**src/rtl/ibex_bloom_ctrl_if.sv**
```systemverilog
// EX-side request/response handshake of the bloom-filter controller.
// The master issues operations; the slave reports completion.
interface ibex_bloom_ctrl_if;
  logic        req_i;
  logic [1:0]  op_i;
  logic [31:0] key_i;
  logic        ready_o;
  logic        valid_o;
  logic [31:0] result_o;
  logic        err_o;

  modport master (
    output req_i, op_i, key_i,
    input  ready_o, valid_o, result_o, err_o
  );

  modport slave (
    input  req_i, op_i, key_i,
    output ready_o, valid_o, result_o, err_o
  );
endinterface

```
**src/rtl/ibex_bloom_ctrl.sv**
```systemverilog
// Bloom-filter controller: INSERT/CHECK/CLEAR over a word-wide bit array.
// Optional statistics counters enabled by IBEX_BLOOM_CTRL_STATS_EN.
module ibex_bloom_ctrl #(
  parameter int unsigned NumHash = 3,
  parameter int unsigned IdxW    = 10
) (
  input  logic                clk_i,
  input  logic                rst_ni,
  ibex_bloom_ctrl_if.slave    ex,
  output logic                ram_req_o,
  output logic                ram_we_o,
  output logic [IdxW-6:0]     ram_addr_o,
  output logic [31:0]         ram_wdata_o,
  input  logic [31:0]         ram_rdata_i,
  output logic [15:0]         stat_ins_o,
  output logic [15:0]         stat_hit_o
);

  localparam int unsigned AW = IdxW - 5;

  localparam logic [1:0] OpIns = 2'b00;
  localparam logic [1:0] OpChk = 2'b01;
  localparam logic [1:0] OpClr = 2'b10;

  typedef enum logic [2:0] {
    IDLE, RD, WAIT, WR, CLR, DONE
  } state_e;

  state_e        state_q, state_d;
  logic [1:0]    op_q, op_d;
  logic [31:0]   key_q, key_d;
  logic [1:0]    idx_q, idx_d;
  logic [AW-1:0] addr_q, addr_d;
  logic [31:0]   rdata_q, rdata_d;
  logic          acc_q, acc_d;
  logic          res_q, res_d;
  logic          err_q, err_d;

  function automatic logic [IdxW-1:0] hash_f(
    input logic [31:0] k,
    input logic [1:0]  i
  );
    logic [5:0]        sh;
    logic [31:0]       r;
    logic [2*IdxW-1:0] e;
    sh = {1'b0, i, 3'b000};
    r  = (k << sh) | (k >> (6'd32 - sh));
    e  = (2*IdxW)'(r);
    return e[IdxW-1:0] ^ e[2*IdxW-1:IdxW]
         ^ IdxW'(32'(i) * 32'h9E37);
  endfunction

  logic [IdxW-1:0] h;
  logic [AW-1:0]   word;
  logic [4:0]      bitn;
  logic            last;

  assign h    = hash_f(key_q, idx_q);
  assign word = h[IdxW-1:5];
  assign bitn = h[4:0];
  assign last = (idx_q == 2'(NumHash - 1));

  always_comb begin
    state_d     = state_q;
    op_d        = op_q;
    key_d       = key_q;
    idx_d       = idx_q;
    addr_d      = addr_q;
    rdata_d     = rdata_q;
    acc_d       = acc_q;
    res_d       = res_q;
    err_d       = err_q;
    ram_req_o   = 1'b0;
    ram_we_o    = 1'b0;
    ram_addr_o  = '0;
    ram_wdata_o = '0;
    ex.ready_o  = 1'b0;
    ex.valid_o  = 1'b0;
    unique case (state_q)
      IDLE: begin
        ex.ready_o = 1'b1;
        if (ex.req_i) begin
          op_d  = ex.op_i;
          key_d = ex.key_i;
          idx_d = '0;
          acc_d = 1'b1;
          err_d = 1'b0;
          unique case (ex.op_i)
            OpIns, OpChk: state_d = RD;
            OpClr: begin
              state_d = CLR;
              addr_d  = '0;
            end
            default: begin
              state_d = DONE;
              res_d   = 1'b0;
              err_d   = 1'b1;
            end
          endcase
        end
      end
      RD: begin
        ram_req_o  = 1'b1;
        ram_addr_o = word;
        state_d    = WAIT;
      end
      WAIT: begin
        rdata_d = ram_rdata_i;
        if (op_q == OpChk) begin
          if (!ram_rdata_i[bitn]) begin
            state_d = DONE;
            res_d   = 1'b0;
          end else if (last) begin
            state_d = DONE;
            res_d   = 1'b1;
          end else begin
            idx_d   = idx_q + 2'd1;
            state_d = RD;
          end
        end else begin
          acc_d   = acc_q & ram_rdata_i[bitn];
          state_d = WR;
        end
      end
      WR: begin
        ram_req_o   = 1'b1;
        ram_we_o    = 1'b1;
        ram_addr_o  = word;
        ram_wdata_o = rdata_q | (32'd1 << bitn);
        if (last) begin
          state_d = DONE;
          res_d   = acc_q;
        end else begin
          idx_d   = idx_q + 2'd1;
          state_d = RD;
        end
      end
      CLR: begin
        ram_req_o  = 1'b1;
        ram_we_o   = 1'b1;
        ram_addr_o = addr_q;
        if (addr_q == {AW{1'b1}}) begin
          state_d = DONE;
          res_d   = 1'b0;
        end else begin
          addr_d = addr_q + 1'b1;
        end
      end
      DONE: begin
        ex.valid_o = 1'b1;
        state_d    = IDLE;
      end
      default: state_d = IDLE;
    endcase
  end

  always_ff @(posedge clk_i) begin
    if (!rst_ni) begin
      state_q <= IDLE;
      op_q    <= '0;
      key_q   <= '0;
      idx_q   <= '0;
      addr_q  <= '0;
      rdata_q <= '0;
      acc_q   <= 1'b0;
      res_q   <= 1'b0;
      err_q   <= 1'b0;
    end else begin
      state_q <= state_d;
      op_q    <= op_d;
      key_q   <= key_d;
      idx_q   <= idx_d;
      addr_q  <= addr_d;
      rdata_q <= rdata_d;
      acc_q   <= acc_d;
      res_q   <= res_d;
      err_q   <= err_d;
    end
  end

  assign ex.result_o = {31'b0, res_q};
  assign ex.err_o    = ex.valid_o & err_q;

`ifdef IBEX_BLOOM_CTRL_STATS_EN
  logic [15:0] ins_q;
  logic [15:0] hits_q;

  // Counters update in the completion cycle, when res_q is final.
  always_ff @(posedge clk_i) begin
    if (!rst_ni) begin
      ins_q  <= '0;
      hits_q <= '0;
    end else if (state_q == DONE) begin
      if (op_q == OpIns && ins_q != 16'hFFFF)
        ins_q <= ins_q + 16'd1;
      if (op_q == OpChk && res_q && hits_q != 16'hFFFF)
        hits_q <= hits_q + 16'd1;
      if (op_q == OpClr) begin
        ins_q  <= '0;
        hits_q <= '0;
      end
    end
  end

  assign stat_ins_o = ins_q;
  assign stat_hit_o = hits_q;
`else
  assign stat_ins_o = '0;
  assign stat_hit_o = '0;
`endif

endmodule

```
**src/flat_wrapper.sv**
```systemverilog
// flat-port wrapper written by rule: the top's interface ports become plain ports
module ibex_bloom_ctrl_flat 
#(
  parameter int unsigned NumHash = 3,
  parameter int unsigned IdxW    = 10
)
  (clk_i, rst_ni, ram_req_o, ram_we_o, ram_addr_o, ram_wdata_o, ram_rdata_i, stat_ins_o, stat_hit_o, ex_req_i, ex_op_i, ex_key_i, ex_ready_o, ex_valid_o, ex_result_o, ex_err_o);
  ibex_bloom_ctrl_if ex_i ();
  input  logic clk_i;
  input  logic rst_ni;
  output logic ram_req_o;
  output logic ram_we_o;
  output logic [IdxW-6:0] ram_addr_o;
  output logic [31:0] ram_wdata_o;
  input  logic [31:0] ram_rdata_i;
  output logic [15:0] stat_ins_o;
  output logic [15:0] stat_hit_o;
  input wire logic [$bits(ex_i.req_i)-1:0] ex_req_i;
  input wire logic [$bits(ex_i.op_i)-1:0] ex_op_i;
  input wire logic [$bits(ex_i.key_i)-1:0] ex_key_i;
  output wire logic [$bits(ex_i.ready_o)-1:0] ex_ready_o;
  output wire logic [$bits(ex_i.valid_o)-1:0] ex_valid_o;
  output wire logic [$bits(ex_i.result_o)-1:0] ex_result_o;
  output wire logic [$bits(ex_i.err_o)-1:0] ex_err_o;
  assign ex_i.req_i = ex_req_i;
  assign ex_i.op_i = ex_op_i;
  assign ex_i.key_i = ex_key_i;
  assign ex_ready_o = ex_i.ready_o;
  assign ex_valid_o = ex_i.valid_o;
  assign ex_result_o = ex_i.result_o;
  assign ex_err_o = ex_i.err_o;
  ibex_bloom_ctrl #(.NumHash(NumHash), .IdxW(IdxW)) u_core (.clk_i(clk_i), .rst_ni(rst_ni), .ex(ex_i), .ram_req_o(ram_req_o), .ram_we_o(ram_we_o), .ram_addr_o(ram_addr_o), .ram_wdata_o(ram_wdata_o), .ram_rdata_i(ram_rdata_i), .stat_ins_o(stat_ins_o), .stat_hit_o(stat_hit_o));
endmodule
```
**config.mk**
```make
export PLATFORM = sky130hd
export DESIGN_NAME = ibex_bloom_ctrl_flat
export DESIGN_NICKNAME = d
export VERILOG_FILES = /design/src/rtl/ibex_bloom_ctrl_if.sv /design/src/rtl/ibex_bloom_ctrl.sv /design/src/flat_wrapper.sv
export SDC_FILE = /design/constraint.sdc
export NUM_CORES = 1
export LEC_CHECK = 0
export CAP_MARGIN = 20
export CELL_PAD_IN_SITES_DETAIL_PLACEMENT = 1
export CELL_PAD_IN_SITES_GLOBAL_PLACEMENT = 1
export CORE_ASPECT_RATIO = 0.8
export CORE_MARGIN = 5
export CORE_UTILIZATION = 33
export CTS_CLUSTER_DIAMETER = 60
export DETAILED_ROUTE_END_ITERATION = 7
export GPL_TIMING_DRIVEN = 0
export PLACE_DENSITY = 0.92
export SLEW_MARGIN = 10
export SYNTH_ARGS = -nofsm -noshare
export SYNTH_HDL_FRONTEND = slang
export SYNTH_SLANG_ARGS = --single-unit
```
**constraint.sdc**
```tcl
create_clock -name clk_i -period 5.5 [get_ports clk_i]
set_clock_uncertainty 0.2 [all_clocks]
set_input_delay 1.1 -clock clk_i [delete_from_list [all_inputs] [get_ports clk_i]]
set_output_delay 1.1 -clock clk_i [all_outputs]
set_load 0.01 [all_outputs]
```
==> results.md <==
* Area growth, synth to finish at 38.6%
* Core Rows at 41
* P_leak at about 2.8 nW
* R2R Setup Slk at 820 ps
* Seq cells post-synth at 79
* Worst R2R End: u_core.idx_q[1]
* Number of I/O port buffers at 110
* HPWL after detailed placement at 15.3 mm
* WHS Endpoint: u_core.op_q[0]
* Worst-path fanout max at 11
* Clock-pin slew on the worst setup and hold paths at roughly 70 ps
* Commonest non-fill, non-tap cell in the layout: nand2_1
* Max Root-Sink Buffers at 2
* Max Freq at approximately 0.19 GHz
* Type of the worst setup path: flip-flop to output port
* Yosys top cell by area: dfxtp_1
* Slew margin rel. at around half
* Post-synth ARST share at 0%
* Drt first pass iters at 5
* CTS sink cnt at 79
* Fill cells at just under 2000
* Clock latency on the worst-skew pair at 350 ps
* CTS tree: done
* Layout net count at 963
* Placer congestion estimate at ~0.96
* Synth top area cells: dfxtp_1 (30%), nand2_1 (12%), a21boi_0 (9.7%), buf_4 (9.1%), a21oi_1 (5.6%)
* Die ar. at about 19000 um^2
* Pwr Total at slightly above 2 mW
* DRC viols at 0
* Core area at 15900 um^2
* Vias at about 5500
* Initial antenna violation count at 0
* Final core utilization at a little under half
* Die width at ~150 um
* Worst setup SP type: flip-flop
* Post-synth EDFFs at 0
* Via count of the first global-routing pass at 5659
* Share of cells above drive strength 1 at 15.2%
* TritonCTS buffer count at 9
* Ports at approximately 180
* Setup Viol. Count Final at 0
* Largest net degree at the start of global routing at 18
* Syn_area_per_cell at approximately 7.7 um^2
* Root buffer cell: clkbuf_16
* Starting Density at about a third
* Slew Limit Fails at 0
* R2R depth at 17
* Placed Area at around 7000 um^2
* Peak VDD IR at between 150 and 200 uV
* WL final at between 15 and 20 mm
* Ant. Diodes at 0
* Total GRT Usage at 20.4%
* Grt ovf at 0
* Max-cap viol count at 0
* Ys Warns at 0
* Hold depth at 2
* WP data required at ~4200 ps
* Worst slew pin tran at a little over 700 ps
* Register area share after synthesis at approximately 30%
* Min-delay src: u_core.op_q[0]
* Final Critical Period at roughly 5400 ps
* Main flop type after synthesis: dfxtp_1
* H-tree levels at 3
* Netlist cell types at 60
* Reg2reg start: u_core.idx_q[1]
* Status: completed
* Critical path startpoint: u_core.idx_q[1]
* Mapped cell area at between 5000 and 6000 um^2
* Post-route ant nets at 0
* DR WL/cell at around 18 um
* First-pass GRT wire length at ~30 mm
* Crit path capture type: output port
* CP arrival at about 4100 ps
* Vias per cell at 5.00
* Commonest non-fill, non-tap cells in the layout: nand2_1 (164), clkdlybuf4s50_1 (109), dfxtp_1 (77), buf_4 (73), a21boi_0 (69)
* DIE HEIGHT at between 100 and 150 um
* Final Instance Area at 7420 um^2
* Period utilization at a little over nine tenths
* Synth Instances at around 700
* Hold Vio Cnt, Final at 0
* Area share of the largest cell type after synthesis at between 20% and 30%
* Sum Neg Setup Slack at 0 ps
* Hold Path Class: flip-flop to flip-flop
* Initial DRC Count at 318
* Power Dens Cells at ~270 nW/um^2
layer usage:
metal / GRT usage (%) / vias to the layer above / wire (um)
met5: 0 / - / 0
met4: 6.74 / 0 / 480
met3: 4.83 / 31 / 1140
met2: 34.0 / 154 / 9410
met1: 26.3 / 2706 / 8860
li1: - / 2645 / -
state kept, by name, summed over array words and instances (netlist names):
signal / cells
u_core.op_q: 2
u_core.rdata_q: 32
u_core.key_q: 32
u_core.err_q: 1
u_core.res_q: 1
u_core.idx_q: 2
u_core.state_q: 3
u_core.addr_q: 5
u_core.acc_q: 1
report_power, final:
part / internal [mW] / total [mW] / switching (mW)
logic: 0.319 / 0.738 / 0.418
registers: 0.618 / 0.663 / 0.0449
clock network: 0.321 / 0.610 / 0.288
total: 1.26 / 2.01 / 0.751
final cells by class:
class	instances	area [um^2]	area share, %
Inverter	6	23.8	0.321
Multi-Input combinational cell	565	3380	45.6
Sequential cell	79	1580	21.4
Clock inverter	7	68.8	0.928
Tap cell	215	269	3.63
Clock buffer	9	225	3.04
Buffer	108	698	9.41
Timing Repair Buffer	118	1160	15.7
stage by stage:
stage | setup slack (ps) | hold slack [ps] | std cells
2_1_floorplan | 1170 | 239 | 760
3_3_place_gp | -303 | 250 | 1085
3_5_place_dp | -374 | 254 | 1085
4_1_cts | 8.33 | 264 | 1103
5_1_grt | -16.3 | 286 | 1107
6_report | 134 | 265 | 1107
synthesized netlist by cell type, drive strengths merged, types with 6 or more instances:
library cell and count:
mux2 6, dfxtp 79, a221oi 6, a21boi 69, clkbuf 38, mux2i 16, nor2b 10, ha 7
nor2 53, buf 72, xnor2 11, a21oi 61, mux4 6, nand2 164, o21ai 16, nand3 6
worst max-delay path by stage:
stage / to
after floorplan: ram_wdata_o[9]
after global placement: ram_wdata_o[1]
after detailed placement: ram_wdata_o[1]
after CTS: ram_wdata_o[18]
after global routing: ram_wdata_o[21]
final: ram_wdata_o[29]
what timing repair did:
item,4_1_cts,5_1_grt
setup endpoints to repair,32,32
resized for setup,21,16
hold endpoints to repair,0,0
hold buffers,0,0
pin swaps,3,5
buffers inserted,4,4
cell families (layout without fill, tap and decap cells):
kind of cell | Yosys count | in the layout | share of synthesized area, %
compound gates | 189 | 189 | 24.5
xor+xnor | 17 | 17 | 3.81
fa+ha+maj | 7 | 7 | 1.64
buf+inv | 116 | 248 | 13.2
flops | 79 | 79 | 29.6
mux | 28 | 28 | 7.06
other cells | 1 | 63 | 0.0701
simple gates | 261 | 261 | 20.2
critical path, stage by stage, from the launching register on:
cell and delay [ps]:
dfxtp_2 400, buf_6 180, inv_1 80, clkbuf_4 210, ha_2 350, buf_6 160
mux2_2 350, a22oi_1 240, o2bb2ai_2 150, xnor2_4 260, buf_4 240, nor2_1 80
and2_1 220, a21oi_1 230, nor2_1 70, clkdlybuf4s50_1 500
Power figures use the tool's default switching activity.
